`src/rtl/fe_decode_queue.sv`:
```
// fe_decode_queue: circular FIFO of decoded instructions between the decoder
// and rename. It presents the oldest entry until rename takes it, and a
// back-end mispredict empties it so no wrong-path instruction reaches rename.
// Optional feature macro: FE_QUEUE_BYPASS_EN. When it is defined, an empty
// queue forwards dec_instr_i straight to decoded_o with zero latency.
package fe_decode_queue_pkg;
    localparam int DECODED_INSTRUCTION_WIDTH = 32;
endpackage

module fe_decode_queue
    import fe_decode_queue_pkg::*;
#(
    parameter int DEPTH = 8,
    parameter int WIDTH = DECODED_INSTRUCTION_WIDTH
) (
    input  logic                   clk_i,
    input  logic                   reset_i,
    input  logic [WIDTH-1:0]       dec_instr_i,
    input  logic                   dec_v_i,
    output logic                   dec_ready_o,
    output logic [WIDTH-1:0]       decoded_o,
    output logic                   decoded_v_o,
    input  logic                   rename_decode_ready_i,
    input  logic                   be_fe_mispredict_i,
    output logic [$clog2(DEPTH):0] count_o
);
    localparam int PW = $clog2(DEPTH);
    localparam int CW = PW + 1;
    localparam logic [CW-1:0] DEPTH_C = CW'(DEPTH);
    localparam logic [CW-1:0] ONE_C   = CW'(1);
    localparam logic [PW-1:0] STEP_C  = PW'(1);

    logic [WIDTH-1:0] storage_r [DEPTH];
    logic [PW-1:0]    head_r;
    logic [PW-1:0]    tail_r;
    logic [PW-1:0]    head_nxt_s;
    logic [PW-1:0]    tail_nxt_s;
    logic [CW-1:0]    count_r;
    logic [CW-1:0]    count_nxt_s;
    logic             full_s;
    logic             empty_s;
    logic             enq_s;
    logic             deq_s;
    logic             bypass_take_s;

    // Occupancy comes only from the registered count, so dec_ready_o never
    // depends on rename in the same cycle.
    assign full_s      = (count_r == DEPTH_C);
    assign empty_s     = (count_r == {CW{1'b0}});
    assign dec_ready_o = !full_s;
    assign count_o     = count_r;

`ifdef FE_QUEUE_BYPASS_EN
    // Output select: an empty, non-flushing queue shows the decoder input directly.
    always_comb begin
        decoded_o     = storage_r[head_r];
        decoded_v_o   = !empty_s && !be_fe_mispredict_i;
        bypass_take_s = 1'b0;
        if (empty_s && !be_fe_mispredict_i) begin
            decoded_o     = dec_instr_i;
            decoded_v_o   = dec_v_i;
            bypass_take_s = dec_v_i && rename_decode_ready_i;
        end else begin
            bypass_take_s = 1'b0;
        end
    end
`else
    // Output select: always the oldest stored entry, gated off during a flush.
    always_comb begin
        decoded_o     = storage_r[head_r];
        decoded_v_o   = !empty_s && !be_fe_mispredict_i;
        bypass_take_s = 1'b0;
    end
`endif

    // A bypassed instruction is consumed by rename and never written.
    assign enq_s = dec_v_i && !full_s && !be_fe_mispredict_i && !bypass_take_s;
    assign deq_s = !empty_s && rename_decode_ready_i && !be_fe_mispredict_i;

    // Next pointer/count values; a flush overrides every other event.
    always_comb begin
        head_nxt_s  = head_r;
        tail_nxt_s  = tail_r;
        count_nxt_s = count_r;
        if (be_fe_mispredict_i) begin
            head_nxt_s  = {PW{1'b0}};
            tail_nxt_s  = {PW{1'b0}};
            count_nxt_s = {CW{1'b0}};
        end else begin
            if (enq_s) begin
                tail_nxt_s = tail_r + STEP_C;
            end else begin
                tail_nxt_s = tail_r;
            end
            if (deq_s) begin
                head_nxt_s = head_r + STEP_C;
            end else begin
                head_nxt_s = head_r;
            end
            case ({enq_s, deq_s})
                2'b10:   count_nxt_s = count_r + ONE_C;
                2'b01:   count_nxt_s = count_r - ONE_C;
                default: count_nxt_s = count_r;
            endcase
        end
    end

    // Pointer and count registers; reset discards all queued entries at once.
    always_ff @(posedge clk_i or posedge reset_i) begin
        if (reset_i) begin
            head_r  <= {PW{1'b0}};
            tail_r  <= {PW{1'b0}};
            count_r <= {CW{1'b0}};
        end else begin
            head_r  <= head_nxt_s;
            tail_r  <= tail_nxt_s;
            count_r <= count_nxt_s;
        end
    end

    // Storage write; contents are never cleared because validity lives in count.
    always_ff @(posedge clk_i) begin
        if (enq_s) begin
            storage_r[tail_r] <= dec_instr_i;
        end
    end

endmodule

```
`config.mk`:
```
export PLATFORM = sky130hd
export DESIGN_NAME = fe_decode_queue
export DESIGN_NICKNAME = d
export VERILOG_FILES = /design/src/rtl/fe_decode_queue.sv
export SDC_FILE = /design/constraint.sdc
export NUM_CORES = 1
export LEC_CHECK = 0
export BUFFER_PORTS_ARGS = -buffer_cell sky130_fd_sc_hd__buf_2
export CORE_MARGIN = 10
export CORE_UTILIZATION = 50
export CTS_BUF_LIST = sky130_fd_sc_hd__clkbuf_16
export DETAILED_ROUTE_END_ITERATION = 12
export GPL_TIMING_DRIVEN = 0
export PLACE_DENSITY = 0.68
export SYNTH_ARGS = -nofsm -noshare
export SYNTH_HDL_FRONTEND = slang
export SYNTH_SLANG_ARGS = --single-unit
```
`constraint.sdc`:
```
create_clock -name clk_i -period 12.3 [get_ports clk_i]
set_input_delay 3.075 -clock clk_i [delete_from_list [all_inputs] [get_ports clk_i]]
set_output_delay 3.075 -clock clk_i [all_outputs]
set_load 0.02 [all_outputs]
```
Word-level counts from Yosys, hierarchy flattened
Memory sizes are Yosys's and may differ from the RTL's. Cells that the tools add are included.

Mux-type cells: 8. Add/subtract/negate cells: 4. Order comparisons: 0. Shifts and indexed selects: 0. Equal/unequal tests: 3. Bitwise gates (word level): 0. Reductions and logical operators: 12. Div/mod/pow operators: 0. Multiply operators: 0.

Operator list (count): two-way mux 3 bit (4); one-hot mux 4 bit (2 select lines) (1); adder 3 x 1 -> 3 bit, second input constant (2); logical AND 1 bit (5); adder 4 x 1 -> 4 bit, second input constant (1); == test 4 bit, second input constant (1); zero test 4 bit (1); two-way mux 4 bit (1); nonzero test 2 bit (2); subtractor 4 x 1 -> 4 bit, second input constant (1); zero test 1 bit (3); nonzero test 3 bit (1); == test 2 x 1 -> 1 bit, second input constant (1); == test 2 bit, second input constant (1); two-way mux 1 bit (2).

Logic and storage cells: 31. RAM bits: 256. Output and inout port bits: 38. Bits in read-only memories: 0. Memories kept: 1. Bits in latches: 0. Flip-flop bits (word level): 10.

Memories: storage_r (depth 8, bits a word 32, rd ports 1, clocked after Yosys merged registers in 0, write ports 1, line 33) `logic [WIDTH-1:0] storage_r [DEPTH];`.

Logic depth before layout (Yosys ltp)
Depth in word-level cells: 7. Gate-level depth with buffers: 11.

Worst setup path before layout
OpenSTA, ideal clock, no wires.

Path type: input port to flip-flop. From: input port dec_v_i. To: memory storage_r[4][0] in the netlist's numbering (enable). Required time: 11787 ps. Stages: 3. Path buffers: 0. Library setup time: 513 ps. Setup slack: 4935 ps. Arrival: 6852 ps. Path through: nand2_1 or2_2 nor4b_1.

Word-level cells in the longest chain between the ends: 4.

Ends and longest elaborated chain: start: declaration (line 19) `input logic dec_v_i,`; logical AND 1 bit (2 in series) (line 77) `assign enq_s = dec_v_i && !full_s && !be_fe_mispredict_i && !bypass_take_s;`; two-way mux 1 bit (line 123) `if (enq_s) begin`; two-way mux 1 bit (implied by the code) (line 124) `storage_r[tail_r] <= dec_instr_i;`; end: declaration (line 33).

No other way between the ends.

Final worst setup path
From: input port be_fe_mispredict_i. To: output port decoded_v_o.

Word-level cells in the longest chain between the ends: 2.

Ends and longest elaborated chain: start: declaration (line 24) `input logic be_fe_mispredict_i,`; zero test 1 bit (line 71) `decoded_v_o = !empty_s && !be_fe_mispredict_i;`; logical AND 1 bit (line 71); end: declaration (line 22) `output logic decoded_v_o,`.

No other way between the ends.

==> flow_summary.json <==
{
  "status": "complete, no violations",
  "grt_pass1_wl_um": 31300,
  "syn-num-nets": 487,
  "synthSimpleGateAreaFrac_pct": 1.74,
  "area_delta_synth_final_pct": 18.8,
  "synth_xor_area_share_pct": 0.512,
  "switchingPower_w": 0.000619,
  "slowest_delay_ns": 0.43,
  "cp.arrival_ns": 4.24,
  "critical_path_required_ns": 9.22,
  "synth_top_cell_by_area": "edfxtp_1",
  "power.total_w": 0.00239,
  "cts-resized-gates": 0,
  "cts.htree.levels": 1,
  "synth_top_family_by_area": "multiplexers",
  "cellInternalPower_w": 0.00177,
  "post-route-period-util_pct": 59.5,
  "core_um2": 20200,
  "die_y_um": 163,
  "setup_violations": 0,
  "synth.area.mux_share_pct": 17.6,
  "drive_gt1_share_pct": 43.5,
  "overflow": 0,
  "drt-wirelength-per-cell_um": 22.8,
  "synth_fa_ha_area_share_pct": 0.487,
  "hold_violations": 0,
  "vias": 4915,
  "skew_ns": 0.0197,
  "cap_violations": 0,
  "max_freq_mhz": 137,
  "combPwrFrac_pct": 23.1,
  "io_pins": 75,
  "period_minus_slack_ns": 7.32,
  "start_util_pct": 50.8,
  "drt_first_pass_iters": 5,
  "path_max_fanout": 10,
  "die_x_um": 163,
  "worst_setup_path_start_kind": "input port",
  "antenna_found_initial": 2,
  "grt_pass1_vias": 5264,
  "yosysTopAreaCellShare_pct": 74.8,
  "min_path_type": "reg -> reg",
  "critical_path.top_delay_family": "buffers and inverters",
  "hpwl_um": 13400,
  "root_buffer": "clkbuf_16",
  "yosysSeqAreaShare_pct": 77.3,
  "avgSynthCellArea_um2": 23.0,
  "placement.setup.worst_slack_ns": 4.95,
  "grt_max_degree": 23,
  "numClockSinks": 266,
  "ys_types": 33,
  "slowest_stage": "clkbuf_1",
  "leakage_nw": 4.04,
  "critPathKind": "in -> out",
  "cts_setup_buffers": 0,
  "peakVddDrop_mv": 0.163,
  "fin_ws_ns": 4.98,
  "regToRegSetupSlack_ns": 9.43,
  "drv_slew": 0,
  "ctsHoldBuffers": 0,
  "ys_warn_count": 0,
  "syn_inst": 446,
  "path_clk_slew_ns": 0.06,
  "clock_power_share_pct": 33.4,
  "p_per_area_nw_per_um2": 196,
  "gp_congestion": 0.787,
  "cts_tree": "done",
  "io_buffers": 74,
  "synth.ff_latch_count": 266,
  "finalNetCount": 622,
  "grt_use_total_pct": 15.3,
  "synth-compound-area-share_pct": 1.18,
  "num_rows": 52,
  "seqCellArea_um2": 7940,
  "rsz0062_at_grt": "no",
  "synth.cell_area_um2": 10300,
  "fin_tns_setup_ns": 0,
  "routed_wl_um": 19900,
  "numCtsBuffers": 27,
  "multi_input_area_um2": 2270,
  "fillers": 1445,
  "setup.worst_path.end_class": "output port",
  "worst-path-buf-inv": 4,
  "clk_path_buf_depth": 3,
  "vias_per_cell": 5.64,
  "fp.dieArea_um2": 26700,
  "seqPwrFrac_pct": 43.5,
  "maxSlewHeadroom_pct": 29.0,
  "swShare_pct": 25.9,
  "ant_nets": 0,
  "drc": 0,
  "crit_chain": "buf_2 -> clkbuf_1 -> clkbuf_1 -> nor2_1 -> buf_2",
  "clock_latency_ns": 0.52,
  "synth_area_leaders": "edfxtp_1 (75%), mux4_2 (14%), mux2_2 (3.5%)",
  "worstMarginPinSlew_ns": 1.06,
  "drtIter0Drc": 359
}
## power by group through the flow
| stage | clock network [W] | logic (W) | registers, W |
|---|---|---|---|
| 2_1_floorplan | 0 | 0.000398 | 0.00106 |
| 3_3_place_gp | 0 | 0.000542 | 0.00106 |
| 3_5_place_dp | 0 | 0.000563 | 0.00106 |
| 4_1_cts | 0.000812 | 0.000565 | 0.00104 |
| 5_1_grt | 0.000849 | 0.000600 | 0.00104 |
| 6_report | 0.000797 | 0.000552 | 0.00104 |
## Yosys cell counts
cell and number:
xor2_1 4, a21oi_1 6, buf_4 1, buf_2 6, buf_1 1, ha_1 4
o32ai_2 1, or4b_4 1, o41ai_1 1, nor2b_1 1, edfxtp_1 256, mux2_2 32
a21o_1 1, nand3b_1 1, inv_1 1, nor4_1 3, o21a_1 1, a21o_4 1
nor4b_1 4, mux2_1 1, o41a_1 1, nand2_1 6, buf_6 2, mux4_2 64
nor2_1 9, nand3_1 7, xnor2_1 2, a31oi_1 1, clkbuf_1 14, dfrtp_1 10
o22a_1 1, or2_2 1, a21bo_2 1
## through the flow
stage	area (um^2)	instances	hold WS, ns	util [%]
2_1_floorplan	10300	446	0.534	-
3_3_place_gp	11000	790	0.546	54.3
3_5_place_dp	11300	822	0.571	56.0
4_1_cts	12200	870	0.579	60.3
5_1_grt	12200	870	0.594	60.3
6_report	12200	872	0.578	60.3
## kinds of logic (layout without fill, tap and decap cells)
logic type | count (synthesis) | count (layout)
other | 0 | 2
XOR/XNOR | 6 | 6
AND/OR/NAND/NOR | 33 | 33
AO/OA/AOI/OAI | 15 | 15
buffers and inverters | 25 | 179
flip-flops | 266 | 266
multiplexers | 97 | 97
adder cells (fa/ha/maj) | 4 | 4
## state kept, by name, indices dropped and copies added, names as in the netlist
register,cells
count_o,4
storage_r,256
head_r,3
tail_r,3
## cell type report
| type | instances | area share [%] |
|---|---|---|
| sequential | 266 | 65.0 |
| tap | 270 | 2.77 |
| antenna | 2 | 0.0410 |
| inverter | 1 | 0.0307 |
| clock buffer | 27 | 5.53 |
| timing repair buffer | 106 | 5.45 |
| buffer | 24 | 0.953 |
| multi-input combinational | 155 | 18.6 |
| clock inverter | 21 | 1.62 |
## per-layer routing
layer	share of wire, %	wire length (um)	GRT usage (%)
met5	0	0	0
met4	1.8	352	3.48
met3	6.3	1250	3.27
met2	51	10100	25.9
met1	41	8150	19.9
## final timing paths
path | startpoint | end | cells after the start
setup / recovery | be_fe_mispredict_i | decoded_v_o | 5
hold / removal | tail_r[0] | tail_r[0] | 2
setup reg to reg | count_o[3] | storage_r[2][20] | 8
hold reg to reg | tail_r[0] | tail_r[0] | 2
max in group asynchronous | reset_i | count_o[3] | 2
min in group asynchronous | reset_i | count_o[1] | 2
## worst reg2reg max path: stages (launching register included)
cell	delay [ns]
dfrtp_1	0.44
or4b_4	0.23
buf_6	0.11
nand2_1	0.08
or2_2	0.36
nor4b_2	0.66
buf_4	0.29
buf_4	0.18
buf_4	0.20
## layout by cell type (no fill, tap or decap), drive strengths merged, types with 7 or more instances in the layout
master / netlist / final
mux2: 33 / 33
dfrtp: 10 / 10
clkinv: 0 / 10
nand3: 7 / 7
edfxtp: 256 / 256
clkbuf: 14 / 41
buf: 10 / 116
nor2: 9 / 9
mux4: 64 / 64
inv: 1 / 7
(Power assumes the default switching activity.)
